[config.mk]
export PLATFORM = sky130hd
export DESIGN_NAME = udp
export DESIGN_NICKNAME = d
export VERILOG_FILES = /design/src/rtl/udp.sv
export SDC_FILE = /design/constraint.sdc
export NUM_CORES = 1
export LEC_CHECK = 0
export CAP_MARGIN = 20
export CORE_ASPECT_RATIO = 0.6
export CORE_MARGIN = 2
export CORE_UTILIZATION = 47
export DETAILED_ROUTE_END_ITERATION = 8
export GPL_TIMING_DRIVEN = 0
export PLACE_DENSITY = 0.59
export REMOVE_ABC_BUFFERS = 1
export SETUP_SLACK_MARGIN = 0.15
export SLEW_MARGIN = 40
export SYNTH_ARGS = -nofsm -noshare
export SYNTH_HDL_FRONTEND = slang
export SYNTH_SLANG_ARGS = --single-unit
[constraint.sdc]
create_clock -name clock -period 3.84 [get_ports clock]
set_input_delay 0.768 -clock clock [delete_from_list [all_inputs] [get_ports clock]]
set_output_delay 0.768 -clock clock [all_outputs]
set_load 0.01 [all_outputs]
[src/rtl/udp.sv]
// Streaming UDP payload extractor: input FIFO -> Ethernet/IPv4/UDP header parser -> FWFT output FIFO.
// Optional IPv4 header checksum verification is enabled by defining IPV4_CHECKSUM_EN.
module udp #(
    parameter int unsigned FIFO_DEPTH = 16
) (
    input  logic       clock,
    input  logic       reset,
    input  logic [7:0] in_din,
    input  logic       in_wr_en,
    input  logic       in_wr_sof,
    input  logic       in_wr_eof,
    output logic       in_full,
    input  logic       out_rd_en,
    output logic       out_rd_sof,
    output logic       out_rd_eof,
    output logic [7:0] out_dout,
    output logic       out_empty
);
    localparam int unsigned AW = $clog2(FIFO_DEPTH);

    typedef enum logic [2:0] {StIdle, StEthHdr, StIpHdr, StUdpHdr, StPayload, StDrain} state_e;

    // Input FIFO; entry = {sof, eof, byte}, pointers carry an extra wrap bit.
    logic [9:0]  in_mem [FIFO_DEPTH];
    logic [AW:0] in_wptr_q, in_rptr_q;
    logic        in_empty, in_push, in_pop;
    logic        hd_sof, hd_eof;
    logic [7:0]  hd_byte;

    assign in_empty = (in_wptr_q == in_rptr_q);
    assign in_full  = (in_wptr_q[AW] != in_rptr_q[AW]) &&
                      (in_wptr_q[AW-1:0] == in_rptr_q[AW-1:0]);
    assign in_push  = in_wr_en && !in_full;
    assign {hd_sof, hd_eof, hd_byte} = in_mem[in_rptr_q[AW-1:0]];

    always_ff @(posedge clock) begin
        if (in_push) in_mem[in_wptr_q[AW-1:0]] <= {in_wr_sof, in_wr_eof, in_din};
    end

    always_ff @(posedge clock) begin
        if (reset) begin
            in_wptr_q <= '0;
            in_rptr_q <= '0;
        end else begin
            if (in_push) in_wptr_q <= in_wptr_q + 1'b1;
            if (in_pop)  in_rptr_q <= in_rptr_q + 1'b1;
        end
    end

    // Output FIFO, first-word-fall-through.
    logic [9:0]  out_mem [FIFO_DEPTH];
    logic [AW:0] out_wptr_q, out_rptr_q;
    logic        out_full, out_push, out_pop;
    logic [9:0]  out_wdata, out_head;

    assign out_empty = (out_wptr_q == out_rptr_q);
    assign out_full  = (out_wptr_q[AW] != out_rptr_q[AW]) &&
                       (out_wptr_q[AW-1:0] == out_rptr_q[AW-1:0]);
    assign out_pop   = out_rd_en && !out_empty;
    assign out_head  = out_empty ? 10'd0 : out_mem[out_rptr_q[AW-1:0]];
    assign {out_rd_sof, out_rd_eof, out_dout} = out_head;

    always_ff @(posedge clock) begin
        if (out_push) out_mem[out_wptr_q[AW-1:0]] <= out_wdata;
    end

    always_ff @(posedge clock) begin
        if (reset) begin
            out_wptr_q <= '0;
            out_rptr_q <= '0;
        end else begin
            if (out_push) out_wptr_q <= out_wptr_q + 1'b1;
            if (out_pop)  out_rptr_q <= out_rptr_q + 1'b1;
        end
    end

    // Parser state
    state_e      state_q, state_d;
    logic [15:0] cnt_q, cnt_d, len_q, len_d, rem_q, rem_d;
    logic [7:0]  hi_q, hi_d;
    logic        ip_ok_q, ip_ok_d, first_q, first_d, csum_ok;

`ifdef IPV4_CHECKSUM_EN
    logic [15:0] sum_q, sum_d, sum_next;
    logic [16:0] sum_raw;

    // One's-complement accumulate with end-around carry.
    assign sum_raw  = {1'b0, sum_q} + {1'b0, hi_q, hd_byte};
    assign sum_next = sum_raw[15:0] + {15'd0, sum_raw[16]};
    assign csum_ok  = (sum_next == 16'hFFFF);

    always_ff @(posedge clock) begin
        if (reset) sum_q <= '0;
        else       sum_q <= sum_d;
    end
`else
    assign csum_ok = 1'b1;
`endif

    always_ff @(posedge clock) begin
        if (reset) begin
            state_q <= StIdle;
            cnt_q   <= '0;
            len_q   <= '0;
            rem_q   <= '0;
            hi_q    <= '0;
            ip_ok_q <= 1'b0;
            first_q <= 1'b0;
        end else begin
            state_q <= state_d;
            cnt_q   <= cnt_d;
            len_q   <= len_d;
            rem_q   <= rem_d;
            hi_q    <= hi_d;
            ip_ok_q <= ip_ok_d;
            first_q <= first_d;
        end
    end

    always_comb begin
        state_d   = state_q;
        cnt_d     = cnt_q;
        len_d     = len_q;
        rem_d     = rem_q;
        hi_d      = hi_q;
        ip_ok_d   = ip_ok_q;
        first_d   = first_q;
`ifdef IPV4_CHECKSUM_EN
        sum_d     = sum_q;
`endif
        out_push  = 1'b0;
        out_wdata = {first_q, hd_eof || (rem_q == 16'd1), hd_byte};
        in_pop    = !in_empty && (state_q != StPayload || !out_full);

        if (in_pop) begin
            if (hd_sof) begin
                // Any sof restarts parsing; a lone sof+eof byte is just dropped.
                state_d = hd_eof ? StIdle : StEthHdr;
                cnt_d   = 16'd1;
            end else begin
                cnt_d = cnt_q + 16'd1;
                unique case (state_q)
                    StEthHdr: begin
                        if (cnt_q == 16'd12) hi_d = hd_byte;
                        if (hd_eof) begin
                            state_d = StIdle;
                        end else if (cnt_q == 16'd13) begin
                            state_d = ({hi_q, hd_byte} == 16'h0800) ? StIpHdr : StDrain;
                            cnt_d   = '0;
`ifdef IPV4_CHECKSUM_EN
                            sum_d   = '0;
`endif
                        end
                    end
                    StIpHdr: begin
                        if (!cnt_q[0]) hi_d = hd_byte;
`ifdef IPV4_CHECKSUM_EN
                        else sum_d = sum_next;
`endif
                        if (cnt_q == 16'd0) ip_ok_d = (hd_byte == 8'h45);
                        if (cnt_q == 16'd9) ip_ok_d = ip_ok_q && (hd_byte == 8'h11);
                        if (hd_eof) begin
                            state_d = StIdle;
                        end else if (cnt_q == 16'd19) begin
                            state_d = (ip_ok_q && csum_ok) ? StUdpHdr : StDrain;
                            cnt_d   = '0;
                        end
                    end
                    StUdpHdr: begin
                        if (cnt_q == 16'd4) hi_d = hd_byte;
                        if (cnt_q == 16'd5) len_d = {hi_q, hd_byte};
                        if (hd_eof) begin
                            state_d = StIdle;
                        end else if (cnt_q == 16'd7) begin
                            // L <= 8 means no payload at all.
                            state_d = (len_q <= 16'd8) ? StDrain : StPayload;
                            rem_d   = len_q - 16'd8;
                            first_d = 1'b1;
                        end
                    end
                    StPayload: begin
                        out_push = 1'b1;
                        first_d  = 1'b0;
                        rem_d    = rem_q - 16'd1;
                        if (hd_eof)                 state_d = StIdle;
                        else if (rem_q == 16'd1)    state_d = StDrain;
                    end
                    StIdle, StDrain: begin
                        if (hd_eof) state_d = StIdle;
                    end
                    default: state_d = StIdle;
                endcase
            end
        end
    end

endmodule

Word level (Yosys, flattened, before mapping)

Memory sizes are Yosys's and may differ from the RTL's. A register that Yosys moved wholly into a read port is not among the register bits.
Cells that the tools add are included.

Flip-flop bits (word level): 81
RAM bits: 320
Input bits: 14
Output and inout bits: 12
Word-level logic and storage cells: 123
Memories kept: 2

Memory list:

| memory  | depth | width | read ports | clocked after memory_dff | write ports | RTL line | source |
|---|---|---|---|---|---|---|---|
| in_mem  | 16    | 10    | 1          | 1                        | 1           | 24       | `logic [9:0] in_mem [FIFO_DEPTH];` |
| out_mem | 16    | 10    | 1          | 1                        | 1           | 51       | `logic [9:0] out_mem [FIFO_DEPTH];` |

$add $sub $neg: 7
Magnitude comparators: 1
Eq/ne operators: 33
Mux-type cells: 45
Bitwise operators: 1
Reductions and logical operators: 23

Operator list:

| kind                    | number |
|---|---|
| $mux W16                | 7 |
| $pmux W16 S2            | 2 |
| $eq A16 B3 Y1 const B   | 3 |
| $eq A16 B4 Y1 const B   | 3 |
| $mux W3                 | 12 |
| $mux W8                 | 3 |
| $pmux W8 S3             | 1 |
| $add A5 B1 Y5 const B   | 4 |
| $add A16 B1 Y16 const B | 1 |
| $eq A16 B1 Y1 const B   | 1 |
| $eq A16 B12 Y1 const B  | 1 |
| $eq A16 B5 Y1 const B   | 1 |
| $le A16 B4 Y1 const B   | 1 |
| $logic_not A16 Y1       | 1 |
| $mux W4                 | 4 |
| $ne A4 B4 Y1 const B    | 4 |
| $sub A16 B1 Y16 const B | 1 |
| $sub A16 B4 Y16 const B | 1 |
| $pmux W3 S5             | 1 |
| $mux W1                 | 13 |
| $reduce_and A6 Y1       | 2 |
| $eq A5 B5 Y1            | 2 |
| $mux W10                | 1 |
| $ne A2 B2 Y1 const B    | 5 |
| 19 further kinds        | 35 |

Logic depth before layout (Yosys ltp)

Depth after elaboration: 8
Mapped depth: 11
Gate-level depth less buffers: 9

Least setup slack after synthesis

No wires, ideal clock.

Path kind: register to register
Start point: register (tool-made name)
End point: memory out_mem[3][0] (enable)
Library setup time: 390 ps
Data arrival time: 2687 ps
Data required time: 3450 ps
Slack: 764 ps
Cell stages (with the launch flop): 9
Path buffers: 2
Clock period less this slack: 3076 ps
Cells stage by stage: dfxtp_1 > buf_6 > buf_12 > mux4_2 > mux2i_1 > mux2i_2 > nor3_2 > nand2_1 > nor3_1

RTL lines:

| what      | RTL line |
|---|---|
| to (decl) | 51 |

==> results.ini <==
[status]
status=complete, no violations

[critical_path]
start_kind=register
ff2ff_path_depth=8
reg2reg_slack_ns=0.42
critPathArrivalTime_ns=2.82
critPathRequiredTime_ns=3.07
path_class=reg -> out
path_max_fanout=25
endpoint_kind=primary output
cp-endpoint=out_dout[1]
r2r_end=state_q[0]$_SDFFE_PP0P_

[detailed_routing]
drt-initial-drc-count=1070
ant_nets=0
first_pass_iters=5
wl_per_cell_um=23.0
drt-total-wl_mm=38.2
vias=9706
vias_per_cell=5.85
drcViolationCount=0

[sta]
maxSlewViolCount=0
period_share_pct=93.5
hold_violations=0
timing.fmax_ghz=0.279
fin_skew_ns=0.0201
min_period_ns=3.59
slew_headroom_pct=41.9
setup_viol=0
tightest_slew_ns=0.870
rsz0062_at_grt=false

[synth]
synth.cell_area_mm2=0.0171
yosysWarnings=0
synth_top_area_share_pct=56.2
yosysUniqueCellTypes=71
yosys.area.top_type=edfxtp_1
ys.flop_type=edfxtp_1
ys_seq_area_share_pct=66.6
ys_ff_latch=409
synth.avg_cell_area_um2=15.4
synth_edf_count=320
synthTopCellsByArea=edfxtp_1 (56%), dfxtp_1 (10%), mux4_2 (9.6%)
async_reset_ff_share_pct=0
synth_cells=1111

[clock_network]
htree_levels=2
clk_latency_ns=0.55
clockBufferDepth=3
root_buffer=clkbuf_16
cts.reportedPaths.clkPinSlew_ns=0.07
cts_tree=yes
hold_buffers=0
numCtsBuffers=39
cts.sinks=409

[floorplanning]
dieArea_mm2=0.0380
start_util_pct=47.4
rows=54
ios=26
chipHeight_um=152
fp.dieW_um=250
core_mm2=0.0361

[global_routing]
antenna_found_initial=0
use_met3_pct=4.60
grt-ovfl-total=0
grt_use_met1_pct=32.0
grt_start_max_net_pins=47
grt_pass1_wl_mm=57.8
top_usage_layer=met1
first_global_vias=9291
grt.total_usage_pct=20.5
grt_use_met2_pct=29.4

[place]
hpwl_mm=24.5
place_congestion=0.770
post_dp_cell_area_mm2=0.0181
placement.io_buffers=25

[finish]
nNetsFinal=1182
n_antenna_cell=0
syn_to_final_growth_pct=13.9
drive_gt1_share_pct=18.9
final_cell_area_mm2=0.0195

[pwr]
p_per_area_mw_per_mm2=564
p_total_mw=11.0
ir_drop_v=0.000296
leakage_nw=6.34

[hold_path]
hold_path.class=reg -> reg

[run]
max_cap_viol_count=0

## synth_stat cells, types with 5 or more instances
master	number
nand3_1	19
nand4_1	12
a31oi_1	9
xnor2_1	11
buf_6	8
and3_1	9
clkbuf_1	33
nor2_1	105
nand2b_1	17
mux4_2	73
a21oi_1	32
a311oi_1	5
nor3_1	24
edfxtp_1	320
a22oi_1	8
nor2b_1	17
inv_1	18
nand2_1	56
a221oi_1	13
o21ai_0	20
nor4_1	19
mux2i_1	51
ha_1	16
o22ai_1	5
mux4_1	6
a211oi_1	5
buf_2	5
and2_1	5
dfxtp_1	89
xor2_1	29
## layout by cell type (no fill, tap or decap), types with 17 or more instances in the layout
cell type,n
mux2i_1,51
dfxtp_1,83
edfxtp_1,320
xor2_1,29
nor4_1,18
nand2b_1,17
nand3_1,19
a21oi_1,32
inv_1,18
nand2_1,56
mux4_2,73
nor2_1,81
clkdlybuf4s50_1,24
o21ai_0,19
clkbuf_16,39
## cells by family (layout without fill, tap and decap cells)
kind of cell | Yosys count | after routing | share of synthesized area (%)
adders and majority gates | 16 | 16 | 1.17
muxes | 131 | 131 | 13.6
buffers and inverters | 75 | 146 | 2.24
and+or+nand+nor | 312 | 312 | 9.24
xor gates and xnor gates | 40 | 40 | 2.05
AOI/OAI and AO/OA | 128 | 128 | 5.13
DFF | 409 | 409 | 66.6
## stage by stage
step | setup WS (ns) | TNS, ns | util, % | hold slack, ns | instances
6_report | 0.251 | 0 | 54.0 | 0.487 | 1658
5_1_grt | 0.152 | 0 | 54.0 | 0.514 | 1658
4_1_cts | 0.201 | 0 | 53.9 | 0.480 | 1657
3_5_place_dp | -0.00131 | -0.00510 | 50.1 | 0.471 | 1583
3_3_place_gp | -3.19 | -713.97 | 48.9 | 0.461 | 1556
2_1_floorplan | -0.922 | -129.81 | - | 0.442 | 1055
## how the worst min path moves through the flow
stage                           from                     to  slack, ns  cells after the start
3_5_place_dp   rem_q[8]$_SDFFE_PP0P_  rem_q[8]$_SDFFE_PP0P_       0.47                      2
4_1_cts        rem_q[8]$_SDFFE_PP0P_  rem_q[8]$_SDFFE_PP0P_       0.48                      2
6_report       rem_q[8]$_SDFFE_PP0P_  rem_q[8]$_SDFFE_PP0P_       0.49                      2
2_1_floorplan  rem_q[8]$_SDFFE_PP0P_  rem_q[8]$_SDFFE_PP0P_       0.44                      2
5_1_grt        rem_q[8]$_SDFFE_PP0P_  rem_q[8]$_SDFFE_PP0P_       0.51                      2
3_3_place_gp   rem_q[8]$_SDFFE_PP0P_  rem_q[8]$_SDFFE_PP0P_       0.46                      2
## registers in the layout (all words and copies together), names as in the netlist, named ones only
| register | cells |
|---|---|
| out_rptr_q | 5 |
| in_rptr_q | 5 |
| out_wptr_q | 5 |
| in_wptr_q | 5 |
| ip_ok_q | 1 |
| len_q | 16 |
| in_mem | 160 |
| rem_q | 16 |
| cnt_q | 16 |
| first_q | 1 |
| state_q | 3 |
| out_mem | 160 |
| hi_q | 8 |
## critical path, stage by stage (launching register included)
cell             delay [ns]
dfxtp_4                0.38
buf_12                 0.23
mux4_2                 0.55
mux4_2                 0.48
nor2b_1                0.15
clkdlybuf4s50_1        0.47
## layout make-up
| cell class | instances | area (um^2) |
|---|---|---|
| fillers | 2923 | 16600 |
| flip-flops and latches | 409 | 11400 |
| multi-input cells | 627 | 5540 |
| clock buffers | 44 | 995 |
| well taps | 476 | 596 |
| repair buffers | 56 | 586 |
| clock inverters | 27 | 293 |
| inverters | 19 | 71.3 |
## timing repair
action,in CTS,in global routing
buffers inserted,3,1
setup endpoints to repair,123,104
gates cloned,0,0
resized for setup,4,1
## where the power goes
part | internal, mW | switching, mW | leakage, nW
Clock | 2.23 | 1.70 | 0.630
Sequential | 5.14 | 0.160 | 3.61
Combinational | 0.610 | 1.14 | 2.10
Total | 7.98 | 3.00 | 6.34
## metal layers
layer	vias to the layer above	wire length [um]
li1	4437	-
met5	-	0
met1	4916	18700
met4	0	371
met2	315	16200
met3	38	2900
Power figures use the tool's default switching activity.
